File: config.mk
export PLATFORM = sky130hd
export DESIGN_NAME = bf_norm_div
export DESIGN_NICKNAME = d
export VERILOG_FILES = /design/src/rtl/bf_norm_div.sv
export SDC_FILE = /design/constraint.sdc
export NUM_CORES = 1
export LEC_CHECK = 0
export ABC_AREA = 1
export BUFFER_PORTS_ARGS = -buffer_cell sky130_fd_sc_hd__buf_2
export CAP_MARGIN = 20
export CORE_MARGIN = 4
export CORE_UTILIZATION = 55
export CTS_BUF_LIST = sky130_fd_sc_hd__clkbuf_8
export DETAILED_ROUTE_END_ITERATION = 6
export HOLD_SLACK_MARGIN = 0.08
export PLACE_DENSITY = 0.74
export SYNTH_ARGS = -nofsm -noshare
export SYNTH_HDL_FRONTEND = slang
export SYNTH_SLANG_ARGS = --single-unit
File: constraint.sdc
create_clock -name clk -period 5.7 [get_ports clk]
set_clock_uncertainty 0.15 [all_clocks]
set_input_delay 0.285 -clock clk [delete_from_list [all_inputs] [get_ports clk]]
set_output_delay 0.285 -clock clk [all_outputs]
set_load 0.02 [all_outputs]
File: src/rtl/bf_norm_div.sv
// Normalising back end of the bilateral filter: accumulates one window of weighted products and
// weights, then divides them with a fixed-latency serial restoring divider.
module bf_norm_div #(
    parameter int unsigned N_TAPS = 121,
    parameter int unsigned QW     = 16
) (
    input  logic          clk,
    input  logic          rst_n,
    input  logic          in_valid,
    output logic          in_ready,
    input  logic [27:0]   in_prod,
    input  logic [13:0]   in_wgt,
    output logic          out_valid,
    input  logic          out_ready,
    output logic [7:0]    out_pix,
    output logic [QW-1:0] out_q,
    output logic          out_div0
);

    localparam int unsigned PW  = 28;
    localparam int unsigned CW  = $clog2(N_TAPS);
    localparam int unsigned APW = PW + CW;
    localparam int unsigned AWW = 21;
    localparam int unsigned BW  = $clog2(QW);
    localparam int unsigned RW  = AWW + 1;
    localparam int unsigned HW  = APW - QW;

    localparam logic [CW-1:0] TapLast = CW'(N_TAPS - 1);
    localparam logic [BW-1:0] BitLast = BW'(QW - 1);

    typedef enum logic [1:0] {StAcc, StDiv, StOut} state_e;

    state_e          state_q, state_d;
    logic [APW-1:0]  acc_p_q, acc_p_d;
    logic [AWW-1:0]  acc_w_q, acc_w_d;
    logic [CW-1:0]   tap_cnt_q, tap_cnt_d;
    logic [BW-1:0]   bit_cnt_q, bit_cnt_d;
    logic [RW-1:0]   rem_q, rem_d;
    logic [QW-1:0]   quo_q, quo_d;
    logic            div0_q, div0_d;
    logic            ovf_q, ovf_d;
    logic            first_q, first_d;

    logic [RW-1:0]   rem_init;
    logic [RW-1:0]   divisor;
    logic [RW-1:0]   rem_sh;
    logic [RW-1:0]   rem_sub;
    logic            q_bit;
    logic [QW:0]     pix_sum;
    logic [QW:0]     pix_shift;

    // The upper dividend bits seed the remainder; if they already reach the divisor the quotient
    // cannot fit in QW bits.
    assign rem_init = {{(RW - HW){1'b0}}, acc_p_q[APW-1:QW]};
    assign divisor  = {1'b0, acc_w_q};
    assign rem_sh   = {rem_q[RW-2:0], acc_p_q[bit_cnt_q]};
    assign rem_sub  = rem_sh - divisor;
    assign q_bit    = (rem_sh >= divisor);

    assign pix_sum   = {1'b0, quo_q} + (QW + 1)'(32);
    assign pix_shift = pix_sum >> 6;

    always_comb begin
        state_d   = state_q;
        acc_p_d   = acc_p_q;
        acc_w_d   = acc_w_q;
        tap_cnt_d = tap_cnt_q;
        bit_cnt_d = bit_cnt_q;
        rem_d     = rem_q;
        quo_d     = quo_q;
        div0_d    = div0_q;
        ovf_d     = ovf_q;
        first_d   = first_q;
        in_ready  = 1'b0;
        out_valid = 1'b0;

        unique case (state_q)
            StAcc: begin
                in_ready = 1'b1;
                if (in_valid) begin
                    acc_p_d = acc_p_q + APW'(in_prod);
                    acc_w_d = acc_w_q + AWW'(in_wgt);
                    if (tap_cnt_q == TapLast) begin
                        tap_cnt_d = '0;
                        bit_cnt_d = BitLast;
                        first_d   = 1'b1;
                        state_d   = StDiv;
                    end else begin
                        tap_cnt_d = tap_cnt_q + CW'(1);
                    end
                end
            end
            StDiv: begin
                // First DIV cycle only latches the operand checks and seeds the remainder.
                if (first_q) begin
                    first_d = 1'b0;
                    rem_d   = rem_init;
                    quo_d   = '0;
                    div0_d  = (acc_w_q == '0);
                    ovf_d   = (acc_w_q != '0) && (rem_init >= divisor);
                end else begin
                    rem_d     = q_bit ? rem_sub : rem_sh;
                    quo_d     = {quo_q[QW-2:0], q_bit};
                    bit_cnt_d = bit_cnt_q - BW'(1);
                    if (bit_cnt_q == '0) begin
                        state_d = StOut;
                        if (div0_q) begin
                            quo_d = '0;
                        end else if (ovf_q) begin
                            quo_d = '1;
                        end
                    end
                end
            end
            StOut: begin
                out_valid = 1'b1;
                if (out_ready) begin
                    acc_p_d = '0;
                    acc_w_d = '0;
                    rem_d   = '0;
                    quo_d   = '0;
                    div0_d  = 1'b0;
                    ovf_d   = 1'b0;
                    state_d = StAcc;
                end
            end
            default: state_d = StAcc;
        endcase
    end

    always_ff @(posedge clk) begin
        if (!rst_n) begin
            state_q   <= StAcc;
            acc_p_q   <= '0;
            acc_w_q   <= '0;
            tap_cnt_q <= '0;
            bit_cnt_q <= '0;
            rem_q     <= '0;
            quo_q     <= '0;
            div0_q    <= 1'b0;
            ovf_q     <= 1'b0;
            first_q   <= 1'b0;
        end else begin
            state_q   <= state_d;
            acc_p_q   <= acc_p_d;
            acc_w_q   <= acc_w_d;
            tap_cnt_q <= tap_cnt_d;
            bit_cnt_q <= bit_cnt_d;
            rem_q     <= rem_d;
            quo_q     <= quo_d;
            div0_q    <= div0_d;
            ovf_q     <= ovf_d;
            first_q   <= first_d;
        end
    end

    always_comb begin
        out_q   = '0;
        out_pix = '0;
        if (state_q == StOut) begin
            out_q   = quo_q;
            out_pix = (pix_shift > (QW + 1)'(255)) ? 8'hFF : pix_shift[7:0];
        end
    end

    assign out_div0 = div0_q;

endmodule

==> flow_results.org <==
** Drt
- Routed length on met1 :: between 10,000 and 15,000 um
- First-pass detailed-route iteration total :: 5
- First-iteration detailed-routing DRC count :: 989
- In this run the remaining antenna-violating nets after routing total 0.
- Post-detailed-route via-to-cell ratio :: 5.55
- Number of remaining DRC errors :: 0
- Routed length on met2 :: ~13,000 um
- In the final routed layout, each cell accounts on average for 15.2 um.
- Highest layer used for signal routing :: met4
- The final route contains approximately 10,000 vias.
- For this block, the routed nets add up to approximately 29,000 um of wire.
- Total length of routed met3 wires :: around 1900 um

** Cells and area
- Area added between synthesis and finish :: 6.87%
- NumNets Final :: roughly 1,800
- Of the cells placed in the final design, the portion with a size suffix greater than 1 is 12.2%.
- The repair_antennas step left the layout with diodes totalling 0.

** Die
- Floorplan Core Area :: approximately 0.017 sq mm
- Die extent in x :: approximately 140 um
- I/O Pins :: between 70 and 80
- Once the floorplan was initialized, standard cells occupied 56.7% of the core.
- The die covers between 0.02 and 0.025 sq mm.
- The floorplan has 48 rows.
- The floorplan step set the die height to 142 um.

** Setup path
- The worst setup path is captured at a register.
- Along the worst path, the maximum fanout reaches 27.
- Critical path class :: reg -> reg
- Required arrival time at the worst endpoint :: between 5000 and 6000 ps
- The worst setup path is launched from a register.
- At the worst endpoint, the arrival time is ~3700 ps.

** Clocking
- For the worst-skew pair, the clock arrives at the later sink with an insertion delay of 410 ps.
- After clock tree synthesis, the repair step resized 0 gates.
- TritonCTS built the clock tree.
- In this run, CTS created clock tree buffers numbering 9.
- The clock drives between 100 and 150 sinks.
- Post-CTS setup-driven buffer insertion count :: 0
- Maximum root-to-sink buffer count :: 2
- In this run the clock root is driven by a clkbuf_8.
- After clock tree synthesis, the clock-pin slew on the worst setup and hold paths is about 130 ps.
- The clock tree synthesis step divided the H-tree into 3 levels.
- After clock tree synthesis, the flow added hold-fix buffers numbering 1.

** Power and ir drop
- Across the VDD grid, the largest voltage drop is 0.329 mV.
- Cell internal power was estimated by the tool at just over 0.002 W.
- Portion of total power attributed to the clock network :: a little under an eighth
- Gate power share :: 67.0%
- Switching share of power :: a little over half
- Summing internal, switching and leakage power gives about 0.0045 W.
- The analysis attributes to cell leakage a power of 5.19 nW.
- Sequential Power Share :: around 22%
- The analysis attributes to net switching a power of between 0.002 and 0.0025 W.
- Power density normalized to cell area :: 429 mW/mm^2

** Synthesis
- Summing the sequential cell areas from Yosys gives 22.0% of the chip area.
- Counting instances in the post-synthesis netlist gives the leading cell types as nand2_1 (438), inv_1 (198), a21oi_1 (180), nor2_1 (135), nand3_1 (117).
- Count of yosys warnings during synthesis :: 0
- In the synthesized netlist the async set-or-reset flop fraction comes to 0%.
- Synthesis produced a netlist whose cell count is ~1,600.
- When the netlist entered floorplanning its net count stood at 1,736.
- Yosys mapped the design onto 52 distinct sky130hd cell types.
- The synthesized design contains 0 enable-type register cells.
- After synthesis the cells add up to between 0.009 and 0.01 sq mm.
- After synthesis the netlist holds a flip-flop and latch count of between 100 and 150.
- Main area contributors after synthesis :: dfxtp_1 (22%), nand2_1 (17%), ha_1 (11%)
- Dominant cell type by area after synthesis :: dfxtp_1
- nand2_1 is the most common cell in the netlist.
- Each instance of the synthesized netlist takes up on average 6.19 sq um.
- For this run, the leading register cell type out of synthesis is dfxtp_1.
- In this run the biggest area consumer among cell types represents about 22% of the synthesized area.

** STA
- Setup repair after global routing left no endpoint under its margin.
- Normalized max-slew margin :: approximately 40%
- Tightest Pin Transition :: just under 900 ps
- Maximum clock frequency :: between 0.2 and 0.3 GHz
- The number of max-slew violations in the final report is 0.
- Final hold violations :: 0
- In the final timing run, aggregate negative setup slack is 0 ps.
- The worst path uses between 60% and 70% of the clock period.
- Setup violations remaining at the end of the flow were counted as 0.
- Subtracting the final worst setup slack from the clock period gives 3610 ps.

** Placed design
- Weighted congestion reported at the end of routability-driven placement :: around 0.98
- The wire-length estimate of the detail-placed layout is 22,500 um.
- Port buffering added 72 buffers.

** Global routing
- Total routing usage reported by global routing :: 28.8%
- Entering global routing, the biggest net connects 59 pins.
- The number of antenna violations at the first check in global routing was 0.
- Global-route wire length before repair :: 47,800 um
- Remaining Overflow, GRT :: 0
- The number of global-route vias before repair was 9,617.

** Run status
- The flow ran to the end, and the final reports show no timing, DRC or antenna violations.

** Worst hold path
- The tightest min-delay check is of the in -> reg type.

** Job
- Across the run, the number of max-cap violations was 0.
## flip-flops by register name, summed over array words and instances, names as in the netlist
| signal | count |
|---|---|
| rem_q | 21 |
| out_div0 | 1 |
| bit_cnt_q | 4 |
| acc_p_q | 35 |
| state_q | 2 |
| first_q | 1 |
| tap_cnt_q | 7 |
| ovf_q | 1 |
| quo_q | 16 |
| acc_w_q | 21 |
## final timing paths
check                            startpoint                        to  slack (ps)  depth (start not counted)
setup reg to reg  bit_cnt_q[0]$_SDFFE_PN0P_     rem_q[9]$_SDFFE_PN0P_        2090                         17
setup / recovery  bit_cnt_q[0]$_SDFFE_PN0P_     rem_q[9]$_SDFFE_PN0P_        2090                         17
hold / removal                    out_ready   state_q[1]$_SDFFE_PN0P_         110                          4
hold reg to reg    acc_w_q[15]$_SDFFE_PN0P_  acc_w_q[15]$_SDFFE_PN0P_         320                          2
## kinds of logic (layout without fill, tap and decap cells)
logic type                 Yosys count  after routing  synth area share (%)
AOI/OAI and AO/OA                  314            314                  17.4
adders and majority gates           89             89                  11.5
and+or+nand+nor                    821            821                  37.6
xor gates and xnor gates            16             16                  1.41
DFF                                109            109                  22.0
buffers and inverters              252            307                  10.2
## worst max-delay path, cell delays in order (launching register included)
cell	delay (ps)
dfxtp_1	510
clkinv_1	280
o311ai_0	360
nand3_1	120
nand2_1	160
ha_1	170
inv_1	70
fa_1	440
nand2_1	130
nand3_2	80
nand2_1	110
nand2_2	80
nand2_4	210
nand2_8	200
nand2_1	130
nand3_1	80
nand2_1	90
a21oi_1	60
## power by group through the flow
stage	clock network (W)	registers, W	logic, W
CTS	0.000527	0.000975	0.00299
floorplan	0	0.000933	0.00254
global route	0.000560	0.000990	0.00342
finish	0.000519	0.000980	0.00304
global placement	0	0.000991	0.00293
detailed placement	0	0.000991	0.00298
## placed cells by master (no fill, tap or decap), drive strengths merged, types with 2 or more instances in the layout
cell type  netlist  routed
ha              86      86
a21boi           2       2
or2             10      10
o21a             3       3
a21o             6       6
nand2          472     472
nor3            17      17
clkinv           2       4
fa               3       3
nand3          131     131
a22o             2       2
o311ai           2       2
xnor2            4       4
nor2           150     150
o21ai           82      82
a31oi            7       7
nor4             7       7
a21oi          197     197
nor3b            3       3
xor2            12      12
o21bai           4       4
buf             20      74
dfxtp          109     109
nand3b           9       9
clkbuf          16       9
o22ai            3       3
nand4           21      21
a211oi           3       3
inv            214     218
## per-stage QoR
stage	util (%)	cell area [sq um]	setup WS (ps)	instances	hold slack, ps
floorplan	-	9910	2780	1601	289
global placement	59.3	10400	2280	1864	297
detailed placement	59.3	10400	2170	1864	308
CTS	60.6	10600	2130	1881	84.8
global route	60.6	10600	1750	1881	111
finish	60.6	10600	2090	1881	106
## final cells by class
| class | instances | area [sq um] |
|---|---|---|
| inverter | 216 | 811 |
| tap | 225 | 282 |
| multi-input combinational | 1240 | 6720 |
| sequential | 109 | 2180 |
| timing repair buffer | 75 | 385 |
| fill | 1738 | 6890 |
| clock inverter | 7 | 85.1 |
| clock buffer | 9 | 124 |
## per-layer routing
metal | global-route usage [%] | vias up
met5 | 0 | -
met4 | 8.69 | 0
met3 | 3.97 | 50
met2 | 46.3 | 345
met1 | 40.1 | 4694
li1 | - | 5355
No activity file was read; power rests on OpenSTA's default activity.
